==> src/rtl/ir_packet_tx_multi.sv <==
// IR remote-car packet transmitter: four run-time selectable car colours, internal carrier,
// launch-time snapshot of command/colour and a one-deep pending send request.
//
// state | meaning
// IDLE  | waiting for a send request or a pending request
// BURST | LED follows the carrier for the current segment
// SPACE | LED held low for a gap segment
module ir_packet_tx_multi #(
  parameter int CLK_FREQ     = 100_000_000,
  parameter int NUM_CMD_BITS = 4,
  parameter int CNT_W        = 8,
  parameter int HALF_W       = 12
) (
  input  logic                    CLK,
  input  logic                    RESETN,
  input  logic                    SEND_PACKET,
  input  logic [1:0]              CAR_SEL,
  input  logic [NUM_CMD_BITS-1:0] COMMAND,
  output logic                    BUSY,
  output logic                    DONE,
  output logic                    IR_LED
);

  localparam logic [1:0] S_IDLE  = 2'd0;
  localparam logic [1:0] S_BURST = 2'd1;
  localparam logic [1:0] S_SPACE = 2'd2;

  localparam int NUM_SEG = 4 + 2 * NUM_CMD_BITS;
  localparam int SEG_W   = $clog2(NUM_SEG);

  localparam int HALF_36K   = (CLK_FREQ + 36000) / (2 * 36000);
  localparam int HALF_40K   = (CLK_FREQ + 40000) / (2 * 40000);
  localparam int HALF_37K5  = (CLK_FREQ + 37500) / (2 * 37500);

  logic [1:0]              state_q, state_d;
  logic [SEG_W-1:0]        seg_q, seg_d;
  logic [CNT_W-1:0]        per_cnt_q, per_cnt_d;
  logic [HALF_W-1:0]       half_cnt_q, half_cnt_d;
  logic                    phase_q, phase_d;
  logic [1:0]              car_q, car_d;
  logic [NUM_CMD_BITS-1:0] cmd_q, cmd_d;
  logic                    pending_q, pending_d;
  logic                    busy_q, busy_d;
  logic                    done_q, done_d;
  logic                    ir_led_q, ir_led_d;

  logic [HALF_W-1:0] half_len;
  logic [CNT_W-1:0]  start_len, gap_len, carsel_len, assert_len, deassert_len, seg_len;
  logic              half_end, per_end, seg_end, last_seg;

  always_comb begin
    half_len     = HALF_W'(HALF_36K);
    start_len    = CNT_W'(191);
    gap_len      = CNT_W'(25);
    carsel_len   = CNT_W'(47);
    assert_len   = CNT_W'(47);
    deassert_len = CNT_W'(22);
    case (car_q)
      2'd1: begin
        half_len     = HALF_W'(HALF_40K);
        start_len    = CNT_W'(88);
        gap_len      = CNT_W'(40);
        carsel_len   = CNT_W'(22);
        assert_len   = CNT_W'(44);
        deassert_len = CNT_W'(22);
      end
      2'd2: begin
        half_len     = HALF_W'(HALF_37K5);
        start_len    = CNT_W'(88);
        gap_len      = CNT_W'(40);
        carsel_len   = CNT_W'(44);
        assert_len   = CNT_W'(44);
        deassert_len = CNT_W'(22);
      end
      2'd3: begin
        half_len     = HALF_W'(HALF_36K);
        start_len    = CNT_W'(192);
        gap_len      = CNT_W'(24);
        carsel_len   = CNT_W'(24);
        assert_len   = CNT_W'(48);
        deassert_len = CNT_W'(24);
      end
      default: ;
    endcase
  end

  // Odd segments are gaps; direction bits are consumed MSB first from a shifting copy.
  always_comb begin
    if (seg_q == '0)                 seg_len = start_len;
    else if (seg_q[0])               seg_len = gap_len;
    else if (seg_q == SEG_W'(2))     seg_len = carsel_len;
    else if (cmd_q[NUM_CMD_BITS-1])  seg_len = assert_len;
    else                             seg_len = deassert_len;
  end

  assign half_end = (half_cnt_q == half_len - HALF_W'(1));
  assign per_end  = half_end && !phase_q;
  assign seg_end  = per_end && (per_cnt_q == seg_len - CNT_W'(1));
  assign last_seg = (seg_q == SEG_W'(NUM_SEG - 1));

  always_comb begin
    state_d    = state_q;
    seg_d      = seg_q;
    per_cnt_d  = per_cnt_q;
    half_cnt_d = half_cnt_q;
    phase_d    = phase_q;
    car_d      = car_q;
    cmd_d      = cmd_q;
    pending_d  = pending_q;
    busy_d     = busy_q;
    done_d     = 1'b0;
    ir_led_d   = 1'b0;

    if (SEND_PACKET && busy_q) pending_d = 1'b1;

    case (state_q)
      S_IDLE: begin
        busy_d = 1'b0;
        if (SEND_PACKET || pending_q) begin
          car_d      = CAR_SEL;
          cmd_d      = COMMAND;
          half_cnt_d = '0;
          phase_d    = 1'b1;
          per_cnt_d  = '0;
          seg_d      = '0;
          state_d    = S_BURST;
          busy_d     = 1'b1;
          ir_led_d   = 1'b1;
          pending_d  = 1'b0;
        end
      end
      S_BURST, S_SPACE: begin
        // Carrier runs free across segment boundaries.
        if (half_end) begin
          half_cnt_d = '0;
          phase_d    = !phase_q;
        end else begin
          half_cnt_d = half_cnt_q + HALF_W'(1);
        end
        if (per_end) per_cnt_d = per_cnt_q + CNT_W'(1);
        if (seg_end) begin
          per_cnt_d = '0;
          if (last_seg) begin
            state_d = S_IDLE;
            busy_d  = 1'b0;
            done_d  = 1'b1;
          end else begin
            seg_d   = seg_q + SEG_W'(1);
            state_d = (state_q == S_BURST) ? S_SPACE : S_BURST;
            if (state_q == S_BURST && seg_q >= SEG_W'(4)) cmd_d = cmd_q << 1;
          end
        end
        ir_led_d = (state_d == S_BURST) && phase_d;
      end
      default: begin
        state_d = S_IDLE;
        busy_d  = 1'b0;
      end
    endcase
  end

  always_ff @(posedge CLK or negedge RESETN) begin
    if (!RESETN) begin
      state_q    <= S_IDLE;
      seg_q      <= '0;
      per_cnt_q  <= '0;
      half_cnt_q <= '0;
      phase_q    <= 1'b0;
      car_q      <= 2'd0;
      cmd_q      <= '0;
      pending_q  <= 1'b0;
      busy_q     <= 1'b0;
      done_q     <= 1'b0;
      ir_led_q   <= 1'b0;
    end else begin
      state_q    <= state_d;
      seg_q      <= seg_d;
      per_cnt_q  <= per_cnt_d;
      half_cnt_q <= half_cnt_d;
      phase_q    <= phase_d;
      car_q      <= car_d;
      cmd_q      <= cmd_d;
      pending_q  <= pending_d;
      busy_q     <= busy_d;
      done_q     <= done_d;
      ir_led_q   <= ir_led_d;
    end
  end

  assign BUSY   = busy_q;
  assign DONE   = done_q;
  assign IR_LED = ir_led_q;

endmodule
==> config.mk <==
export PLATFORM = sky130hd
export DESIGN_NAME = ir_packet_tx_multi
export DESIGN_NICKNAME = d
export VERILOG_FILES = /design/src/rtl/ir_packet_tx_multi.sv
export SDC_FILE = /design/constraint.sdc
export NUM_CORES = 1
export LEC_CHECK = 0
export CORE_MARGIN = 4
export CORE_UTILIZATION = 50
export DETAILED_ROUTE_END_ITERATION = 10
export MAX_ROUTING_LAYER = met4
export PLACE_DENSITY = 0.73
export SYNTH_ARGS = -nofsm -noshare
export SYNTH_HDL_FRONTEND = slang
export SYNTH_SLANG_ARGS = --single-unit
==> constraint.sdc <==
create_clock -name CLK -period 5.4 [get_ports CLK]
set_input_delay 1.08 -clock CLK [delete_from_list [all_inputs] [get_ports CLK]]
set_output_delay 1.08 -clock CLK [all_outputs]
set_load 0.01 [all_outputs]
==> summary by stage, run 1 <==
Run status
The run finished with clean final reports.

Setup path
STA classifies the critical path startpoint as a flip-flop. The arrival time at the worst endpoint is around 4300 ps. For this run, the slowest stage of the critical path takes 580 ps. The cell with the largest stage delay on the worst path is sky130_fd_sc_hd__or4_1. The kind of end point of the critical path is a flip-flop. The peak fanout along the critical path is 18. The data required time of the worst path is 5540 ps. The worst setup path is of the flip-flop to flip-flop kind. The cell type with the highest occurrence count on the critical path is sky130_fd_sc_hd__ha_1. Walking the worst path, the cells encountered are inv_1, ha_1, or3b_1, o221ai_4, a21oi_2, ha_1, xor2_1, xnor2_1, or4_1, a2111oi_4, buf_4, mux2i_1, o22ai_2. The setup check on the worst reg-to-reg path leaves a slack of 1200 ps.

Clock network
The clock tree synthesis step divided the H-tree into 2 levels. The number of gates resized after CTS was 0. The cell at the root of the clock tree is sky130_fd_sc_hd__clkbuf_8. The clock latency of the later-clocked register in the worst-skew pair is 290 ps. TritonCTS built the clock tree. The number of hold buffers added after CTS is 0. After clock tree synthesis, the setup repair step added 0 buffers. The total clock sinks is 37. After clock tree synthesis, the clock-pin slew on the worst setup and hold paths is 70 ps. In this run, CTS created clock tree buffers numbering 5. The buffer depth of the longest clock path is 2.

Global routing
The initial antenna violation count is 0. For this run the aggregate overflow at the end of global routing stands at 0. The largest net degree at the start of global routing is 38. For this run, the total global-route usage over all layers was measured as around 18%. The first-pass GRT wire length is 10.27 mm.

The via count of the first global-routing pass is 2,199.

Route
The pre-antenna-repair detailed-routing pass consisted of 6 iterations. The detail-routed via count per cell is about 6. For this block, the initial DRC count from the detailed router was 143. The post-route DRC violation count is 0.

The routed wire length is slightly below 6 mm. The routed layout has 2,363 vias. In the final routed layout, each cell accounts on average for 14.79 um. The count of nets left with antenna violations once routing finished came out at 0.

Synth
The dominant register cell in the synthesized netlist is sky130_fd_sc_hd__dfrtp_1. Counting distinct cell types in the post-synthesis netlist gives 63. When the netlist entered floorplanning its net count stood at approximately 350.

The share of the yosys chip area belonging to registers is 32.64%. In the post-synthesis netlist, the cell with the most instances is sky130_fd_sc_hd__nand2_1. The async set-reset flop share out of synthesis is between 90% and 100%. The number of warnings reported in the yosys synthesis log is 0.

In this run the biggest area consumer among cell types represents 32.64% of the synthesized area. The largest area contributor in the synthesized netlist is sky130_fd_sc_hd__dfrtp_1. In this run the cell area of the synthesized design comes to 2836 sq um. The gate count after technology mapping is between 300 and 400.

Sorting the synthesized cells by area gives the leading types as sky130_fd_sc_hd__dfrtp_1, sky130_fd_sc_hd__ha_1, sky130_fd_sc_hd__nand2_1. By count the netlist is led by sky130_fd_sc_hd__nand2_1, sky130_fd_sc_hd__dfrtp_1, sky130_fd_sc_hd__o21ai_0. Counting flops and latches in the post-synthesis netlist gives 37.

The synthesized area per cell is approximately 9 sq um. The number of flops mapped to enable cells by yosys is 0.

Min path
The class of the most critical hold timing path is flip-flop to flip-flop.

STA
For the final routed database, the setup TNS stands at 0 ps. The ratio of final minimum period to clock period is 77.71%. Setup repair after global routing left no endpoint under its margin. For the pin with the worst max-slew slack, the measured transition is 1024 ps. Setup violations remaining at the end of the flow were counted as 0. The largest clock skew in the final design is about 7.5 ps.

The worst path in the final design needs a cycle of 4196 ps, including I/O delays and setup. Based on the critical path, the design can be clocked at up to approximately 0.24 GHz. The total count of hold-check failures in the final report is 0. Measured against its own limit, the worst slew margin works out to 31.73%. The number of pins exceeding their max-slew limit in the final report is 0.

Cells and area
The area of the multi-input gates is 1777 sq um. For this run, the number of standard cells in the final layout without fillers is 397. In the final layout, the share of cells above drive strength 1 is between 10% and 20%. The number of diodes is 0. After routing the design area is 3048 sq um. The final-layout fill cell count is 501. The final net count is 352. The signed area change from the synthesized netlist to the final layout is 7.455%.

Registers take between 900 and 1000 sq um.

Place
Routability-driven placement finished with a final weighted congestion of 0.9044. The number of buffer cells added on primary ports is 11. In this run the cell area measured after placement is 2962 sq um. The wire-length estimate of the detail-placed layout is approximately 4.3 mm.

After detailed placement, the design holds a cell count of 390.

Floorplan
The total area inside the core boundary comes to 5507 sq um. The floorplan step defined a die boundary enclosing 6942 sq um. The floorplan step set the die height to approximately 83 um.

The horizontal extent of the die is 83.32 um. The floorplan has 27 rows. Once the floorplan was initialized, standard cells occupied 51.51% of the core. The count of boundary I/O pins is 12.

Power and ir drop
The total leakage power is about 0.0013 uW. The worst-case vdd ir drop is 0.1212 mV. The power density over cell area is approximately 160 nW/um^2.

Run
Across the run, the number of max-cap violations was 0.
==> report_power, final <==
group | switching [uW] | internal, uW
sequential | 0 | 277
combinational | 6.57 | 4.93
clock | 94.1 | 101
==> cell type report <==
type,instances,share of cell area (%)
Tap cell,72,2.956
Clock buffer,7,2.833
Multi-Input combinational cell,254,58.29
Timing Repair Buffer,12,3.695
Inverter,15,1.847
Sequential cell,37,30.38
==> critical path: cells and delay by family (launching register included) <==
family | cells | cell delay, ps
muxes | 1 | 290
buffers and inverters | 2 | 500
DFF | 1 | 520
adders and majority gates | 2 | 510
AOI/OAI and AO/OA | 4 | 800
and+or+nand+nor | 2 | 1120
xor gates and xnor gates | 2 | 300
==> registers in the layout (all words and copies together) (netlist names) <==
signal / count
seg_q: 4
pending_q: 1
half_cnt_q: 12
DONE: 1
per_cnt_q: 8
IR_LED: 1
car_q: 2
phase_q: 1
BUSY: 1
cmd_q: 4
state_q: 2
==> worst paths after layout <==
check	start	to	depth (start not counted)
setup reg to reg	seg_q[0]	IR_LED	13
max in group asynchronous	RESETN	half_cnt_q[5]	1
hold / removal	half_cnt_q[11]	half_cnt_q[11]	1
min in group asynchronous	RESETN	per_cnt_q[6]	1
hold reg to reg	half_cnt_q[11]	half_cnt_q[11]	1
setup / recovery	seg_q[0]	IR_LED	13
==> cell families after synthesis <==
kind of cell / count (synthesis) / synth area share (%)
AO/OA/AOI/OAI: 80 / 20.56
XOR/XNOR: 10 / 3.088
adder cells (fa/ha/maj): 18 / 7.940
buffers and inverters: 29 / 4.720
flip-flops: 37 / 32.64
multiplexers: 16 / 6.440
AND/OR/NAND/NOR: 130 / 24.61
==> routing by layer <==
layer  global-route usage (%)  routed length, um
met5                        -                  0
met4                    8.767                142
met3                    2.579                238
met2                    26.53               2622
met1                    24.86               2869
==> stage by stage <==
step	worst slack [ps]	utilization [%]	hold slack (ps)	total power, uW
after floorplan	1392	-	437.6	283.2
after global placement	1381	53.78	463.7	294.3
after detailed placement	1262	53.78	471.7	294.4
after CTS	1247	55.35	481.4	491.2
after global routing	935.2	55.35	507.2	503.6
final	1204	55.35	476.7	483.9
==> placed cells by master (no fill, tap or decap), types with 2 or more instances in the layout <==
| cell type | count |
|---|---|
| sky130_fd_sc_hd__xnor2_1 | 2 |
| sky130_fd_sc_hd__a211oi_1 | 3 |
| sky130_fd_sc_hd__xor2_1 | 8 |
| sky130_fd_sc_hd__nor4_1 | 3 |
| sky130_fd_sc_hd__nor3_1 | 12 |
| sky130_fd_sc_hd__and3_1 | 8 |
| sky130_fd_sc_hd__ha_1 | 18 |
| sky130_fd_sc_hd__nand3_1 | 12 |
| sky130_fd_sc_hd__clkbuf_8 | 6 |
| sky130_fd_sc_hd__o21ai_0 | 22 |
| sky130_fd_sc_hd__mux2_4 | 3 |
| sky130_fd_sc_hd__mux2_2 | 5 |
| sky130_fd_sc_hd__o31ai_1 | 3 |
| sky130_fd_sc_hd__nand2b_1 | 10 |
| sky130_fd_sc_hd__o21a_1 | 2 |
| sky130_fd_sc_hd__a21o_1 | 3 |
| sky130_fd_sc_hd__nor2b_1 | 3 |
| sky130_fd_sc_hd__inv_1 | 14 |
| sky130_fd_sc_hd__o21ai_1 | 6 |
| sky130_fd_sc_hd__or2_2 | 4 |
| sky130_fd_sc_hd__a21oi_1 | 14 |
| sky130_fd_sc_hd__nand2_1 | 39 |
| sky130_fd_sc_hd__or3_1 | 4 |
| sky130_fd_sc_hd__a31oi_1 | 5 |
| sky130_fd_sc_hd__or4_1 | 2 |
| sky130_fd_sc_hd__o311a_1 | 2 |
| sky130_fd_sc_hd__dfrtp_1 | 37 |
| sky130_fd_sc_hd__clkdlybuf4s50_1 | 10 |
| sky130_fd_sc_hd__nor4b_1 | 3 |
| sky130_fd_sc_hd__nor3b_4 | 2 |
| sky130_fd_sc_hd__mux2i_1 | 7 |
| sky130_fd_sc_hd__nor2_1 | 20 |
Power figures use the tool's default switching activity.
==> run 2: changes to the inputs <==
--- a/config.mk
+++ b/config.mk
@@ -9,7 +9,7 @@
 export CORE_UTILIZATION = 50
 export DETAILED_ROUTE_END_ITERATION = 10
 export MAX_ROUTING_LAYER = met4
-export PLACE_DENSITY = 0.73
+export PLACE_DENSITY = 0.75
 export SYNTH_ARGS = -nofsm -noshare
 export SYNTH_HDL_FRONTEND = slang
 export SYNTH_SLANG_ARGS = --single-unit
==> constraint.sdc (replaced) <==
create_clock -name CLK -period 3.4 [get_ports CLK]
set_input_delay 0.68 -clock CLK [delete_from_list [all_inputs] [get_ports CLK]]
set_output_delay 0.68 -clock CLK [all_outputs]
set_load 0.01 [all_outputs]
==> run 2 against run 1 <==
Net effect:
- the run now ends with setup timing left
- clock skew is 1.8 ps higher
- global-route usage rose by 1.8 points
- utilization up 7.3 points
- first-iteration DRC count shrank 18%
- via count is 4.1% higher
- clock power rose by 74%
==> summary by stage, run 2 (synthesis gave the netlist of run 1 again) <==
STA
At the pin with the least slew margin, the transition time is 865.2 ps. Setup violations remaining at the end of the flow were counted as 3. Clock skew on the completed layout was measured at 9.327 ps. The total count of hold-check failures in the final report was 0. Setup repair after global routing could not meet its margin everywhere.

The minimum hold slack is around 490 ps. Timing would allow up to between 0.2 and 0.3 GHz. The headroom to the max-slew limit is 42.32%.

The routed design could run at a clock period as short as 3417 ps. The number of pins exceeding their max-slew limit in the final report is 0. Setup slack on the critical path of the routed design comes to -16.83 ps.

In the finished design, the share of the clock period the worst path needs comes to 100.5%.

Global routing
The initial antenna violation count is 0. Global routing used 25.31% of the available met1 tracks. The met2 capacity usage during global routing is between 30% and 40%.

The largest net degree at the start of global routing is 38. The peak-usage layer in the global routing report is met2. The via count of the first global-routing pass is approximately 2,400. The first global-routing pass estimated approximately 11 mm of wire. Global routing consumed, over all layers together, 20.00% of the routing resources.

The total overflow left after global routing is 0. The met3 usage in global routing is under 10%.

Setup path
The largest single stage delay on the critical path is 540 ps. The endpoint identified for the worst register-to-register timing path is cmd_q[1]. In this run the register-to-register setup slack is -20 ps. In this run the worst path has a maximum fanout of 7. The kind of end point of the critical path is a flip-flop. The cell with the largest stage delay on the worst path is sky130_fd_sc_hd__or4_4. At the worst endpoint, the required time is 3570 ps. The signal on the critical path passes through clkinv_4, ha_4, or3b_4, o31ai_4, a21oi_2, ha_4, xor2_1, xnor2_1, or4_4, a2111oi_4, clkbuf_16, a22oi_4, mux2_4. The arrival time at the worst endpoint is 3590 ps. The cell type with the highest occurrence count on the critical path is sky130_fd_sc_hd__ha_4.

The number of cells on the worst reg-to-reg path is 13. Counting both buffers and inverters, the worst setup path holds a total of 2. The type of origin of the critical path is a flip-flop. The worst setup path is of the flip-flop to flip-flop kind. Grouping stages by cell kind, the critical path spends the most delay in simple AND/OR/NAND/NOR gates. In this run the critical register-to-register path is launched from seg_q[0].

Cells and area
The fraction of final layout cells with drive strength greater than 1 is 24.65%. The signed area change from the synthesized netlist to the final layout is 21.70%. The library cell used most frequently in the layout, excluding fill and tap cells, is sky130_fd_sc_hd__nand2_1.

The non-filler instance count after layout is 425. The register with the most flip-flops in the layout has 12 of them. Once layout is complete, the utilization of the core stands at between 60% and 70%. The largest registers in the layout are half_cnt_q (12), per_cnt_q (8). The number of antenna diodes in the final layout is 0. In the layout the commonest cells are sky130_fd_sc_hd__nand2_1, sky130_fd_sc_hd__dfrtp_1, sky130_fd_sc_hd__buf_4. The largest register by flop count is half_cnt_q. The final net count is 379.

Route
The detail route stage leaves a number of antenna-violating nets equal to 0. For this run, design rule violations remaining after detail routing come to 0. Using the TritonRoute via totals, the vias-per-cell ratio works out to 5.786.

The count of routing violations after the opening detailed-route iteration is 117. After detailed routing, the average wire length per cell comes to 15.59 um. The detailed-router iteration count before antenna repair is 4. The routed via count is 2,459. After detailed routing, the total wire length is 6.624 mm.

Run
The max-capacitance violation count is 0.

Power and ir drop
Power spread over the standard cell area amounts to 231.5 nW/um^2. The worst-case vdd ir drop is 0.2276 mV. In this run the static leakage power is about 0.0015 uW.

Floorplan
The die height is 83.32 um. The floorplan has 27 rows. The initial utilization of the core area, before any placement, comes to 51.51%. The count of boundary I/O pins is 12. The overall die area is 6942 sq um. The horizontal extent of the die is 83.32 um. The area of the core is 5507 sq um.

Clock network
The total clock sinks is 37. The clock tree from TritonCTS is yes. The clock buffer count from CTS is 5. The cell at the root of the clock tree is sky130_fd_sc_hd__clkbuf_8.

After clock tree synthesis, the clock-pin slew on the worst setup and hold paths is 80 ps. After clock tree synthesis, the flow added hold-fix buffers numbering 0. The later pin in the worst-skew pair is clocked with a latency of 290 ps.

The H-tree generated during clock tree synthesis spans 2 levels. The buffer depth of the longest clock path is 2.

Min path
The class of the most critical hold timing path is input port to async pin.

Place
The global placer's final weighted congestion is roughly 0.91. The count of buffers added on input and output ports is 11. After legalization and detailed placement, the total HPWL measured 4.596 mm. The number of placed cells counting well taps is a little over 400.

Run status
The checks that failed: setup timing. The run finished, with violations left.
==> run 2: cell count changes in the layout (fill, tap and decap cells not counted), moves of 2 or more <==
cell	delta
sky130_fd_sc_hd__a21oi_1	-2
sky130_fd_sc_hd__a21oi_2	+2
sky130_fd_sc_hd__buf_4	+24
sky130_fd_sc_hd__dfrtp_1	-2
sky130_fd_sc_hd__dfrtp_2	+2
sky130_fd_sc_hd__ha_1	-4
sky130_fd_sc_hd__ha_4	+3
sky130_fd_sc_hd__inv_1	-4
sky130_fd_sc_hd__inv_2	+3
sky130_fd_sc_hd__mux2i_1	-2
sky130_fd_sc_hd__nor2_1	-2
sky130_fd_sc_hd__nor2_2	+2
sky130_fd_sc_hd__nor4b_1	-2
sky130_fd_sc_hd__nor4b_2	+2
==> run 2: per-stage QoR <==
stage | area [sq um] | total power [uW] | worst slack, ps | TNS [ps]
after CTS | 3376 | 810.6 | 23.78 | 0
after global placement | 3153 | 467.7 | 25.07 | 0
after global routing | 3452 | 833.5 | -79.87 | -500.4
final | 3452 | 799.1 | -16.83 | -49.09
after detailed placement | 3153 | 468.3 | -47.78 | -211.8
after floorplan | 2875 | 449.7 | -216.1 | -1965
==> run 2: worst max-delay path by stage <==
stage / endpoint / slack (ps) / cells past startpoint / startpoint
2_1_floorplan: IR_LED / -220 / 15 / seg_q[0]
3_3_place_gp: IR_LED / 30 / 11 / car_q[0]
3_5_place_dp: IR_LED / -50 / 13 / seg_q[0]
4_1_cts: cmd_q[1] / 20 / 13 / seg_q[0]
5_1_grt: cmd_q[1] / -80 / 13 / seg_q[0]
6_report: cmd_q[1] / -20 / 13 / seg_q[0]
==> run 2: timing repair <==
action,in CTS,in global routing
endpoints found under the hold margin,0,0
buffers inserted,6,0
resized for setup,8,21
pin swaps,0,1
setup endpoints to repair,8,20
cloned,1,0
==> run 2: per-layer routing <==
metal / vias to the layer above / share of wire (%)
li1: 1214 / -
met4: 0 / 1.4
met1: 1184 / 46
met2: 54 / 49
met5: - / 0
met3: 7 / 3.7
==> run 2: area by class of cell <==
cell class | count | area (sq um)
Timing Repair Buffer | 39 | 361.6
Clock buffer | 7 | 96.34
Tap cell | 72 | 90.09
Fill cell | 448 | 2054
Inverter | 15 | 61.31
Clock inverter | 1 | 5.005
Sequential cell | 37 | 928.4
Multi-Input combinational cell | 254 | 1909
==> run 2: where the power goes <==
group | switching, uW | leakage, uW | internal [uW]
Sequential | 0 | 0.000441 | 440
Clock | 157 | 0.0000542 | 183
Combinational | 11.0 | 0.000976 | 7.87
